--- src/rtl/uart_pkg.sv ---
`default_nettype none
// ============================================================================
// Module   : uart_pkg
// Brief    : Shared UART types and constants: FSM state encoding, line
//            levels and the baud divider helper (also used by uart_rx).
// Revision : 1.0 - initial release
// ============================================================================
package uart_pkg;

  // Transmit FSM states; encodings 6 and 7 are unreachable
  typedef enum logic [2:0] {
    IDLE   = 3'd0,
    START  = 3'd1,
    BITS   = 3'd2,
    PARITY = 3'd3,
    STOP   = 3'd4,
    ACK    = 3'd5
  } uart_state_e;

  localparam logic IDLE_LEVEL  = 1'b1;
  localparam logic START_LEVEL = 1'b0;

  // Clock cycles per bit, truncated (100e6/19200 -> 5208)
  function automatic int baud_div(input int clk_freq, input int baud);
    return clk_freq / baud;
  endfunction

endpackage
`default_nettype wire

--- src/rtl/uart_baud_timer.sv ---
`default_nettype none
// ============================================================================
// Module   : uart_baud_timer
// Brief    : Free-running bit-period counter. tick pulses for one cycle every
//            DIV cycles; clr restarts the period from zero.
// Revision : 1.0 - initial release
// ============================================================================
module uart_baud_timer #(
  parameter int DIV = 16
) (
  input  logic clk,
  input  logic reset_n,
  input  logic clr,
  output logic tick
);

  localparam int W = (DIV > 1) ? $clog2(DIV) : 1;
  localparam logic [W-1:0] LAST = W'(DIV - 1);

  logic [W-1:0] cnt_q, cnt_d;

  // Next count: wrap at the end of a bit period or restart on clear
  always_comb begin
    cnt_d = cnt_q + W'(1);
    if (clr || (cnt_q == LAST)) cnt_d = '0;
  end

  // Counter register
  always_ff @(posedge clk or negedge reset_n) begin
    if (!reset_n) cnt_q <= '0;
    else          cnt_q <= cnt_d;
  end

  // tick depends only on the register so the FSM can use it to form clr
  assign tick = (cnt_q == LAST);

endmodule
`default_nettype wire

--- src/rtl/uart_tx.sv ---
`default_nettype none
// ============================================================================
// Module   : uart_tx
// Brief    : UART transmitter. Frames a latched byte as start/data[/parity]/
//            stop, LSB first, with a level send/tx_done handshake.
//            Optional feature macro: UART_TX_PARITY_EN (even parity bit).
// Revision : 1.0 - initial release
// ============================================================================
module uart_tx #(
  parameter int CLK_FREQ  = 100_000_000,
  parameter int BAUD      = 19_200,
  parameter int DATA_BITS = 8
) (
  input  logic                 clk,
  input  logic                 reset_n,
  input  logic                 send,
  input  logic [DATA_BITS-1:0] din,
  output logic                 tx,
  output logic                 busy,
  output logic                 tx_done
);

  import uart_pkg::*;

  localparam int BAUD_DIV = baud_div(CLK_FREQ, BAUD);
  localparam int CW       = (DATA_BITS > 1) ? $clog2(DATA_BITS) : 1;
  localparam logic [CW-1:0] LAST_BIT = CW'(DATA_BITS - 1);

  uart_state_e          state_q, state_d;
  logic [DATA_BITS-1:0] shreg_q, shreg_d;
  logic [CW-1:0]        bitcnt_q, bitcnt_d;
  logic                 par_q, par_d;
  logic                 tx_q, tx_d;
  logic                 busy_q, busy_d;
  logic                 done_q, done_d;
  logic                 tick;
  logic                 clr;

  // Every state change restarts the bit period
  assign clr = (state_d != state_q);

  uart_baud_timer #(
    .DIV (BAUD_DIV)
  ) u_timer (
    .clk     (clk),
    .reset_n (reset_n),
    .clr     (clr),
    .tick    (tick)
  );

  // Next-state logic: latch data on start, shift one bit per period
  always_comb begin
    state_d  = state_q;
    shreg_d  = shreg_q;
    bitcnt_d = bitcnt_q;
    par_d    = par_q;
    case (state_q)
      IDLE: begin
        if (send) begin
          shreg_d  = din;
          par_d    = ^din;
          bitcnt_d = '0;
          state_d  = START;
        end
      end
      START: if (tick) state_d = BITS;
      BITS: begin
        if (tick) begin
          shreg_d = shreg_q >> 1;
          if (bitcnt_q == LAST_BIT) begin
            bitcnt_d = '0;
`ifdef UART_TX_PARITY_EN
            state_d  = PARITY;
`else
            state_d  = STOP;
`endif
          end else begin
            bitcnt_d = bitcnt_q + CW'(1);
          end
        end
      end
      PARITY:  if (tick) state_d = STOP;
      STOP:    if (tick) state_d = ACK;
      ACK:     if (!send) state_d = IDLE;
      default: state_d = IDLE;
    endcase
  end

  // Output decode from the current state; registered below so tx never glitches
  always_comb begin
    tx_d   = IDLE_LEVEL;
    busy_d = 1'b0;
    done_d = 1'b0;
    case (state_q)
      START: begin
        tx_d   = START_LEVEL;
        busy_d = 1'b1;
      end
      BITS: begin
        tx_d   = shreg_q[0];
        busy_d = 1'b1;
      end
      PARITY: begin
        tx_d   = par_q;
        busy_d = 1'b1;
      end
      STOP:    busy_d = 1'b1;
      ACK:     done_d = 1'b1;
      default: tx_d   = IDLE_LEVEL;
    endcase
  end

  // FSM, shift register and bit counter
  always_ff @(posedge clk or negedge reset_n) begin
    if (!reset_n) begin
      state_q  <= IDLE;
      shreg_q  <= '0;
      bitcnt_q <= '0;
      par_q    <= 1'b0;
    end else begin
      state_q  <= state_d;
      shreg_q  <= shreg_d;
      bitcnt_q <= bitcnt_d;
      par_q    <= par_d;
    end
  end

  // Output registers; reset forces the line idle immediately
  always_ff @(posedge clk or negedge reset_n) begin
    if (!reset_n) begin
      tx_q   <= IDLE_LEVEL;
      busy_q <= 1'b0;
      done_q <= 1'b0;
    end else begin
      tx_q   <= tx_d;
      busy_q <= busy_d;
      done_q <= done_d;
    end
  end

  assign tx      = tx_q;
  assign busy    = busy_q;
  assign tx_done = done_q;

endmodule
`default_nettype wire

--- config.mk ---
export PLATFORM = sky130hd
export DESIGN_NAME = uart_tx
export DESIGN_NICKNAME = d
export VERILOG_FILES = /design/src/rtl/uart_pkg.sv /design/src/rtl/uart_baud_timer.sv /design/src/rtl/uart_tx.sv
export SDC_FILE = /design/constraint.sdc
export NUM_CORES = 1
export LEC_CHECK = 0
export ABC_AREA = 1
export ABC_CLOCK_PERIOD_IN_PS = 3900
export CAP_MARGIN = 20
export CORE_MARGIN = 10
export CORE_UTILIZATION = 40
export DETAILED_ROUTE_END_ITERATION = 10
export PLACE_DENSITY = 0.58
export SETUP_SLACK_MARGIN = 0.05
export SLEW_MARGIN = 20
export SYNTH_ARGS = -nofsm -noshare
export SYNTH_HDL_FRONTEND = slang
export SYNTH_SLANG_ARGS = --single-unit
--- constraint.sdc ---
create_clock -name clk -period 3.9 [get_ports clk]
set_input_delay 0.39 -clock clk [delete_from_list [all_inputs] [get_ports clk]]
set_output_delay 0.39 -clock clk [all_outputs]
set_load 0.05 [all_outputs]
==> results.md, run 1 <==
* Async S/R FF share, synth at 100%
* Syn-to-layout area delta at 14.6%
* P per Cell Area at roughly 550 nW/um^2
* CTS tree: yes
* TritonCTS buffer count at 5
* Initial Util at 41.2%
* Mapped cell area at about 1600 sq um
* Largest net degree at the start of global routing at 32
* Core box area at 3970 sq um
* DRC violation total after the first TritonRoute iteration at 38
* Cell count after placement at around 250
* Syn avg cell area at 8.70 sq um
* LEAKAGE at slightly above 0.8 nW
* I/O pin count at 14
* Die W at 83.9 um
* Met3 Use GR at around 4.4%
* Status: complete, no violations
* Hold Vio Cnt, Final at 0
* Routability Congestion at around 0.84
* Maximum clock rate at roughly 460 MHz
* HP Class: flop to flop
* Initial antenna violation count at 0
* VDD IR-drop max at around 240 uV
* Final core utilization at a little under half
* Crit Reg-Reg Endpoint: shreg_q[4]$_DFFE_PN0P_
* CTS max path bufs at 2
* Setup bufs post-CTS at 0
* Htree depth at 2
* Clock root buffer: clkbuf_8
* Hold path start: u_timer.cnt_q[0]$_DFF_PN0_
* Vias in the first global route at 1,295
* Yosys warnings at 0
* 1st-pass router iterations at 6
* Finished layout cell area at around 1900 sq um
* Ant. Diodes at 0
* Cell Area, Placed at between 1500 and 2000 sq um
* Top-area cell type share of the netlist area at a little under half
* WHS Endpoint: u_timer.cnt_q[0]$_DFF_PN0_
* Syn_nets at roughly 200
* Tcrit/Tclk final at ~56%
* Final slew viol count at 0
* Fin nets at ~220
* Die boundary height at between 80 and 90 um
* Reg2reg start: state_q[0]$_DFF_PN0_
* Endpoint type of the worst setup path: flop
* Clk Latency, worst-skew pair at 0.28 ns
* Gr ovfl total at 0
* Non-Filler Instances at ~250
* Cts repair resizes at 0
* Max-Cap Viols at 0
* Final Skew at slightly above 0.008 ns
* Largest fanout on the critical path at 21
* CP Launch Type: flop
* Most frequent cells in the layout: 30 x nand2_1, 30 x dfrtp_1, 25 x inv_1
* Netlist cell types at 29
* Clock transition at path regs at around 0.07 ns
* Worst reg2reg path depth at 5
* I/O Buffers at 13
* Gr usage total at roughly a tenth
* Syn Inst Count at approximately 190
* Share of post-route cells with drive strength above 1 at 7.84%
* Worst-Margin Slew at 0.690 ns
* Synth Flop Type: dfrtp_1
* Yosys reg bits at 31
* Global-route met2 utilization at between 10% and 20%
* Post-DP HPWL at 2.22 mm
* CTS Hold Buffers Added at 0
* WL final at ~3 mm
* GRT busiest layer: met2
* CP required at 4.10 ns
* Synth area leaders: dfrtp_1 46%, nand2_1 6.9%, xor2_1 5.9%
* WS Path Type: flop to flop
* DRC viols at 0
* Cell taking the most area after synthesis: dfrtp_1
* Tmin final at 2.20 ns
* Worst R2R Setup Slack at 1.70 ns
* DR vias/cell at roughly 4.8
* Die area at between 7000 and 8000 sq um
* Final setup fails at 0
* Met1 Usage GRT at between 10% and 20%
* Worst EP arrival at around 2.4 ns
* WL/cell at roughly 12 um
* Rel. slew slack at between 50 and 60%
* # clock sinks at 31
* Routed Antenna Nets at 0
* Final Power at 1.03 mW
* Placement row count at 23
* Unrepaired setup endpoints after global routing: no
* Hold depth at 1
* First-pass GRT wire length at about 5.6 mm
* Sequential element share of the synthesized area at ~48%
* Post-synth EDFFs at 0
* Setup TNS at 0 ns
* DR vias at roughly 1,200
[power by group]
part / leakage (nW) / internal [mW] / total, mW / switching, mW
clock network: 0.0395 / 0.127 / 0.239 / 0.112
registers: 0.400 / 0.412 / 0.458 / 0.0461
logic: 0.377 / 0.114 / 0.333 / 0.219
total: 0.817 / 0.652 / 1.03 / 0.377
[layer usage]
| layer | vias to the layer above | part of all wire (%) |
|---|---|---|
| li1 | 634 | - |
| met1 | 572 | 48 |
| met2 | 19 | 46 |
| met3 | 6 | 4.7 |
| met4 | 0 | 1.4 |
| met5 | - | 0 |
[sequential cells by signal, summed over array words and instances (netlist names)]
register / flops
shreg_q: 8
tx: 1
tx_done: 1
u_timer.cnt_q: 13
par_q: 1
state_q: 3
busy: 1
bitcnt_q: 3
[metrics by stage]
stage | hold slack [ns] | setup slack (ns)
4_1_cts | 0.485 | 1.70
2_1_floorplan | 0.0944 | 2.41
3_3_place_gp | 0.441 | 1.81
6_report | 0.482 | 1.70
3_5_place_dp | 0.477 | 1.72
5_1_grt | 0.511 | 1.40
[cell usage after synthesis (all sizes together), types with 2 or more instances]
cell / n
inv: 27
nor3: 6
nand3: 9
nor2: 24
nand4: 5
o211ai: 7
buf: 4
o21ai: 15
ha: 3
xnor2: 7
nand2: 31
dfrtp: 30
clkbuf: 2
xor2: 11
[cell type report]
class                      instances  area, sq um
inverter                          27          101
fill                             391         2100
tap                               50         62.6
sequential                        31          777
multi-input combinational        124          716
clock buffer                       8         80.1
timing repair buffer              14          138
[critical path, stage by stage (launching register included)]
cell      delay (ns)
dfrtp_1         0.47
nor3_4          0.61
inv_2           0.12
o21ai_2         0.60
o211ai_1        0.20
o21ai_0         0.12
[worst max-delay path by stage]
stage	from	endpoint	slack [ns]
floorplan	u_timer.cnt_q[0]$_DFF_PN0_	u_timer.cnt_q[2]$_DFF_PN0_	2.41
global placement	state_q[0]$_DFF_PN0_	shreg_q[6]$_DFFE_PN0P_	1.81
detailed placement	state_q[0]$_DFF_PN0_	shreg_q[4]$_DFFE_PN0P_	1.72
CTS	state_q[0]$_DFF_PN0_	shreg_q[4]$_DFFE_PN0P_	1.70
global route	state_q[1]$_DFF_PN0_	shreg_q[6]$_DFFE_PN0P_	1.40
finish	state_q[0]$_DFF_PN0_	shreg_q[4]$_DFFE_PN0P_	1.70
[logic make-up after synthesis]
family                     Yosys count  synth area share, %
adders and majority gates            3                 2.30
xor gates and xnor gates            18                 9.64
DFF                                 31                 47.5
and+or+nand+nor                     77                 21.9
AOI/OAI and AO/OA                   26                 9.95
buffers and inverters               33                 8.72
No activity file was read; power rests on OpenSTA's default activity.
==> inputs of run 2 (changes only) <==
--- a/config.mk
+++ b/config.mk
@@ -6,12 +6,12 @@
 export NUM_CORES = 1
 export LEC_CHECK = 0
 export ABC_AREA = 1
-export ABC_CLOCK_PERIOD_IN_PS = 3900
+export ABC_CLOCK_PERIOD_IN_PS = 1800
 export CAP_MARGIN = 20
 export CORE_MARGIN = 10
 export CORE_UTILIZATION = 40
 export DETAILED_ROUTE_END_ITERATION = 10
-export PLACE_DENSITY = 0.58
+export PLACE_DENSITY = 0.6
 export SETUP_SLACK_MARGIN = 0.05
 export SLEW_MARGIN = 20
 export SYNTH_ARGS = -nofsm -noshare
==> constraint.sdc (replaced) <==
create_clock -name clk -period 1.8 [get_ports clk]
set_input_delay 0.18 -clock clk [delete_from_list [all_inputs] [get_ports clk]]
set_output_delay 0.18 -clock clk [all_outputs]
set_load 0.05 [all_outputs]
==> results.md, run 2 (synthesized netlist as in run 1, its figures left out) <==
* Non-Filler Instances at 263 (+3.5%)
* Maximum clock rate at 587 MHz (+29%)
* Die area at 7050 sq um (unchanged)
* I/O Buffers at 13 (unchanged)
* Worst reg2reg path depth at 11 (+6)
* DRC violation total after the first TritonRoute iteration at 82 (+120%)
* Final slew viol count at 0 (unchanged)
* Final Power at 2.52 mW (+140%)
* Initial antenna violation count at 0 (unchanged)
* Clock root buffer: clkbuf_8
* Vias in the first global route at 1,338 (+3.3%)
* Gr ovfl total at 0 (unchanged)
* CTS tree: yes
* Routability Congestion at 0.885 (+4.9%)
* DR vias/cell at 5.04 (+4.0%)
* Worst R2R Setup Slack at 0.1 ns (-1.61 ns)
* Largest fanout on the critical path at 7 (-67%)
* Final worst setup slack at 0.0964 ns (-1.61 ns)
* WS Path Type: flop to flop
* Endpoint type of the worst setup path: flop
* Reg2reg start: u_timer.cnt_q[0]$_DFF_PN0_
* P per Cell Area at 1230 nW/um^2 (+120%)
* Core box area at 3970 sq um (unchanged)
* Worst EP arrival at 1.87 ns (-0.53 ns)
* Share of post-route cells with drive strength above 1 at 20.2% (+12 points)
* Ant. Diodes at 0 (unchanged)
* DRC viols at 0 (unchanged)
* Placement row count at 23 (unchanged)
* LEAKAGE at 0.914 nW (+12%)
* TritonCTS buffer count at 5 (unchanged)
* Most flops, register: u_timer.cnt_q
* WL/cell at 13.0 um (+9.5%)
* Most frequent cells in the layout: 30 x dfrtp_1, 27 x nand2_1, 24 x inv_1
* Cell count after placement at 248 (+0.81%)
* Worst-Margin Slew at 0.494 ns (-0.197 ns)
* Clock transition at path regs at 0.07 ns (about the same)
* CTS max path bufs at 2 (unchanged)
* First-pass GRT wire length at 5.73 mm (+2.5%)
* Fill count at 367 (-6.1%)
* Die W at 83.9 um (unchanged)
* Die boundary height at 83.9 um (unchanged)
* Routed Antenna Nets at 0 (unchanged)
* Gr usage total at 9.59% (+0.15 points)
* Largest regs: u_timer.cnt_q (13), shreg_q (8)
* Post-DP HPWL at 2.28 mm (+2.8%)
* I/O pin count at 14 (unchanged)
* Clk Latency, worst-skew pair at 0.28 ns (about the same)
* Max FFs per register at 13 (unchanged)
* Pre-CTS setup slack at 0.111 ns (-1.61 ns)
* Final setup fails at 0 (unchanged)
* # clock sinks at 31 (unchanged)
* Largest net degree at the start of global routing at 32 (unchanged)
* CP Launch Type: flop
* Fin nets at 226 (+4.1%)
* Max-Cap Viols at 0 (unchanged)
* Initial Util at 41.2% (unchanged)
* 1st-pass router iterations at 4 (-2)
* Setup TNS at 0 ns (unchanged)
* Final Skew at 0.00880 ns (+0.000665 ns)
* VDD IR-drop max at 627 uV (+160%)
* Syn-to-layout area delta at 25.6%
* Rel. slew slack at 67.0% (+13 points)
* Tmin final at 1.70 ns (-0.494 ns)
* Hold Vio Cnt, Final at 0 (unchanged)
* Unrepaired setup endpoints after global routing: yes
* HP Class: input port to asynchronous set/reset pin
* Status: complete, no violations
* Htree depth at 2 (unchanged)
* CTS Hold Buffers Added at 0 (unchanged)
* WL final at 3.41 mm (+13%)
* Most common cell after layout, fill and taps aside: dfrtp_1
* Crit Reg-Reg Endpoint: u_timer.cnt_q[6]$_DFF_PN0_
* DR vias at 1,325 (+7.6%)
* Tcrit/Tclk final at 94.6% (+38 points)
* CP required at 1.97 ns (-2.13 ns)
==> run 2: cell count changes in the layout (fill, tap and decap cells not counted), moves of 3 or more <==
cell     before  now
nand2_4       0    3
nor2_1       23   13
buf_4         1    8
nand2_1      30   27
nor2_2        0   10
==> run 2: cell type report <==
cell class	instances	area (sq um)	area share, %
clock buffers	7	86.3	4.20
multi-input cells	125	801	39.0
inverters	27	101	4.94
clock inverters	1	5.00	0.244
repair buffers	22	220	10.7
well taps	50	62.6	3.05
flip-flops and latches	31	777	37.8
==> run 2: metal layers <==
metal	wire length (um)	vias up	track usage, %	share of wire (%)
li1	-	652	-	-
met2	1660	36	14.8	49
met3	177	8	4.59	5.2
met1	1520	629	10.8	45
met5	0	-	0	0
met4	48	0	4.57	1.4
==> run 2: worst max-delay path: stages, from the launching register on <==
cell and delay [ns]:
dfrtp_1 0.41, ha_4 0.17, nand2_4 0.05, inv_2 0.05, nand2_2 0.06, nor2_4 0.15
nand2_4 0.09, buf_4 0.15, o31ai_1 0.06, inv_1 0.16, nand3_4 0.19, nor2_2 0.06
==> run 2: worst max-delay path by stage <==
stage	slack [ns]	end	start
floorplan	0.31	u_timer.cnt_q[2]$_DFF_PN0_	u_timer.cnt_q[0]$_DFF_PN0_
global placement	0.19	u_timer.cnt_q[2]$_DFF_PN0_	u_timer.cnt_q[0]$_DFF_PN0_
detailed placement	0.11	u_timer.cnt_q[11]$_DFF_PN0_	u_timer.cnt_q[0]$_DFF_PN0_
CTS	0.09	u_timer.cnt_q[11]$_DFF_PN0_	u_timer.cnt_q[0]$_DFF_PN0_
global route	-0.02	shreg_q[6]$_DFFE_PN0P_	u_timer.cnt_q[0]$_DFF_PN0_
finish	0.1	u_timer.cnt_q[6]$_DFF_PN0_	u_timer.cnt_q[0]$_DFF_PN0_
==> run 2: stage by stage <==
| step | util (%) | instance area [sq um] | hold slack [ns] |
|---|---|---|---|
| finish | 51.7 | 2050 | 0.277 |
| global placement | 45.8 | 1820 | 0.435 |
| CTS | 48.1 | 1910 | 0.305 |
| floorplan | - | 1640 | -0.116 |
| detailed placement | 45.8 | 1820 | 0.443 |
| global route | 51.7 | 2050 | 0.314 |
==> run 2: timing repair <==
action	in CTS	in global routing
resized for setup	0	21
endpoints found under the setup margin	0	16
endpoints found under the hold margin	0	0
buffers inserted	0	6
==> run 2: power breakdown <==
part / internal (mW) / switching, mW / total [mW] / leakage [nW]
sequential: 0.891 / 0.121 / 1.01 / 0.400
clock: 0.308 / 0.246 / 0.554 / 0.0482
combinational: 0.366 / 0.585 / 0.952 / 0.466
total: 1.57 / 0.953 / 2.52 / 0.914
==> inputs of run 3 (changes only) <==
--- a/config.mk
+++ b/config.mk
@@ -6,7 +6,7 @@
 export NUM_CORES = 1
 export LEC_CHECK = 0
 export ABC_AREA = 1
-export ABC_CLOCK_PERIOD_IN_PS = 1800
+export ABC_CLOCK_PERIOD_IN_PS = 1370
 export CAP_MARGIN = 20
 export CORE_MARGIN = 10
 export CORE_UTILIZATION = 40
==> constraint.sdc (replaced) <==
create_clock -name clk -period 1.37 [get_ports clk]
set_input_delay 0.137 -clock clk [delete_from_list [all_inputs] [get_ports clk]]
set_output_delay 0.137 -clock clk [all_outputs]
set_load 0.05 [all_outputs]
==> results.md, run 3 (synthesized netlist as in run 1, its figures left out) <==
* HP Class: input port to asynchronous set/reset pin
* CP required at 1.54 ns (-0.43 ns)
* # clock sinks at 31 (unchanged)
* Failing checks: setup timing
* I/O pin count at 14 (unchanged)
* Clk Latency, worst-skew pair at 0.29 ns (about the same)
* Gr ovfl total at 0 (unchanged)
* Post-DP HPWL at 2.72 mm (+19%)
* Vias in the first global route at 1,503 (+12%)
* Initial Util at 41.2% (unchanged)
* Final setup fails at 25 (+25)
* Clock share of power at 19.6% (-2.4 points)
* CTS tree: yes
* Tmin final at 1.61 ns (-0.0897 ns)
* Switching Fraction at 37.2% (-0.61 points)
* P per Cell Area at 1520 nW/um^2 (+24%)
* Clock transition at path regs at 0.07 ns (about the same)
* WL/cell at 13.5 um (+4.3%)
* Clock root buffer: clkbuf_8
* Final slew viol count at 0 (unchanged)
* DRC viols at 0 (unchanged)
* Routed Antenna Nets at 0 (unchanged)
* WL met2 at 2.13 mm (+28%)
* Crit path largest cell delay at 0.36 ns (-0.05 ns)
* Share of post-route cells with drive strength above 1 at 31.5% (+11 points)
* Cell Area, Placed at 2080 sq um (+14%)
* Crit-path leading delay family: simple AND/OR/NAND/NOR gates
* CTS Hold Buffers Added at 0 (unchanged)
* Unrepaired setup endpoints after global routing: yes
* Worst path cell trace: ha_2, nand2_2, inv_2, nand2_2, nor2_4, nand2_4, nand2_4, nand4_1, nand3_4, nor2_1
* Core box area at 3970 sq um (unchanged)
* CP Launch Type: flop
* Final Power at 3.52 mW (+40%)
* Routability Congestion at 0.843 (-4.7%)
* Final worst setup slack at -0.244 ns (-0.340 ns)
* Syn-to-layout area delta at 41.7%
* CTS max path bufs at 2 (unchanged)
* Final Skew at 0.00762 ns (-0.00119 ns)
* Rel. slew slack at 76.2% (+9.2 points)
* Htree depth at 2 (unchanged)
* DRC violation total after the first TritonRoute iteration at 52 (-37%)
* Largest fanout on the critical path at 7 (unchanged)
* Max layer used: met4
* Most common cell after layout, fill and taps aside: dfrtp_1
* Maximum clock rate at 620 MHz (+5.6%)
* Worst-Margin Slew at 0.354 ns (-0.140 ns)
* Largest net degree at the start of global routing at 32 (unchanged)
* Worst path slowest cell: dfrtp_1
* Status: complete, but fails checks
* Hold Vio Cnt, Final at 0 (unchanged)
* Fin nets at 251 (+11%)
* DR WL met3 at 91 um (-49%)
* Share of total power in combinational logic at 43.2% (+5.4 points)
* Initial antenna violation count at 0 (unchanged)
* WL final at 3.89 mm (+14%)
* Finished layout cell area at 2320 sq um (+13%)
* DR vias/cell at 4.91 (-2.5%)
* Largest regs: u_timer.cnt_q (13), shreg_q (8)
* DR vias at 1,414 (+6.7%)
* Die area at 7050 sq um (unchanged)
* WS Path Type: flop to flop
* Placement row count at 23 (unchanged)
* Worst EP arrival at 1.79 ns (-0.08 ns)
* Internal power at 2.21 mW (+41%)
* Tcrit/Tclk final at 118% (+23 points)
* First-pass GRT wire length at 6.20 mm (+8.3%)
* Max-Cap Viols at 0 (unchanged)
* Worst Path Buf+Inv at 1 (-2)
* Most frequent cells in the layout: 30 x dfrtp_1, 28 x buf_4, 26 x nand2_1
* TritonCTS buffer count at 5 (unchanged)
* Endpoint type of the worst setup path: flop
* LEAKAGE at 1.06 nW (+16%)
* 1st-pass router iterations at 4 (unchanged)
* Final Hold Slack at 0.217 ns (-0.0599 ns)
* Die boundary height at 83.9 um (unchanged)
* Seq pwr share at 37.2% (-3.0 points)
* Met1 wire length at 1.57 mm (+3.4%)
* I/O Buffers at 13 (unchanged)
* Psw at 1.31 mW (+37%)
* VDD IR-drop max at 777 uV (+24%)
* Ant. Diodes at 0 (unchanged)
* Die W at 83.9 um (unchanged)
* Gr usage total at 10.6% (+1.0 points)
* Most flops, register: u_timer.cnt_q
* Max FFs per register at 13 (unchanged)
==> run 3: cell types whose count changed in the layout (fill, tap and decap cells not counted), moves of 2 or more <==
cell,previous run,this run
nor2_2,10,6
nand2_2,1,3
buf_4,8,28
o21ai_1,0,8
buf_12,2,5
nand3_2,1,3
o21ai_0,14,2
clkinv_2,1,3
buf_6,0,3
o21ai_2,1,4
clkdlybuf4s50_1,12,10
nor2_1,13,16
==> run 3: metal layers <==
layer / vias to the layer above / global-route usage (%)
met4: 0 / 7.15
met2: 18 / 19.4
met3: 9 / 2.25
met5: - / 0
met1: 685 / 10.4
li1: 702 / -
==> run 3: per-stage QoR <==
stage               setup TNS, ns  util, %  cells  worst slack (ns)
global route                -7.20     58.3    288            -0.335
finish                      -4.75     58.3    288            -0.244
floorplan                   -1.65        -    188           -0.0827
CTS                         -4.37     55.2    284            -0.214
detailed placement          -5.09     52.4    275            -0.281
global placement            -3.22     52.4    275            -0.168
==> run 3: area by class of cell <==
class	instances	area [sq um]
repair buffers	47	469
well taps	50	62.6
multi-input cells	125	823
fillers	365	1650
flip-flops and latches	31	777
inverters	27	101
clock inverters	3	15.0
clock buffers	5	68.8
==> run 3: power by group through the flow <==
| stage | clock [mW] | sequential [mW] | combinational [mW] |
|---|---|---|---|
| floorplan | 0 | 1.37 | 0.729 |
| CTS | 0.722 | 1.30 | 1.37 |
| detailed placement | 0 | 1.32 | 1.29 |
| finish | 0.689 | 1.31 | 1.52 |
| global placement | 0 | 1.31 | 1.24 |
| global route | 0.758 | 1.33 | 1.68 |
==> run 3: what timing repair did <==
action,4_1_cts,5_1_grt
gates resized for setup,8,28
gates cloned,1,1
setup buffers,0,3
endpoints found under the setup margin,26,26
pin swaps,0,3
==> run 3: final timing paths <==
kind	end	cells after the start	slack, ns	from
worst max-delay path	u_timer.cnt_q[12]$_DFF_PN0_	10	-0.24	u_timer.cnt_q[0]$_DFF_PN0_
worst min-delay path	u_timer.cnt_q[7]$_DFF_PN0_	2	0.22	reset_n
worst max register to register	u_timer.cnt_q[12]$_DFF_PN0_	10	-0.24	u_timer.cnt_q[0]$_DFF_PN0_
worst min register to register	shreg_q[6]$_DFFE_PN0P_	2	0.52	shreg_q[6]$_DFFE_PN0P_
max in group asynchronous	tx$_DFF_PN1_	2	0.92	reset_n
min in group clk	shreg_q[7]$_DFFE_PN0P_	3	0.49	din[7]
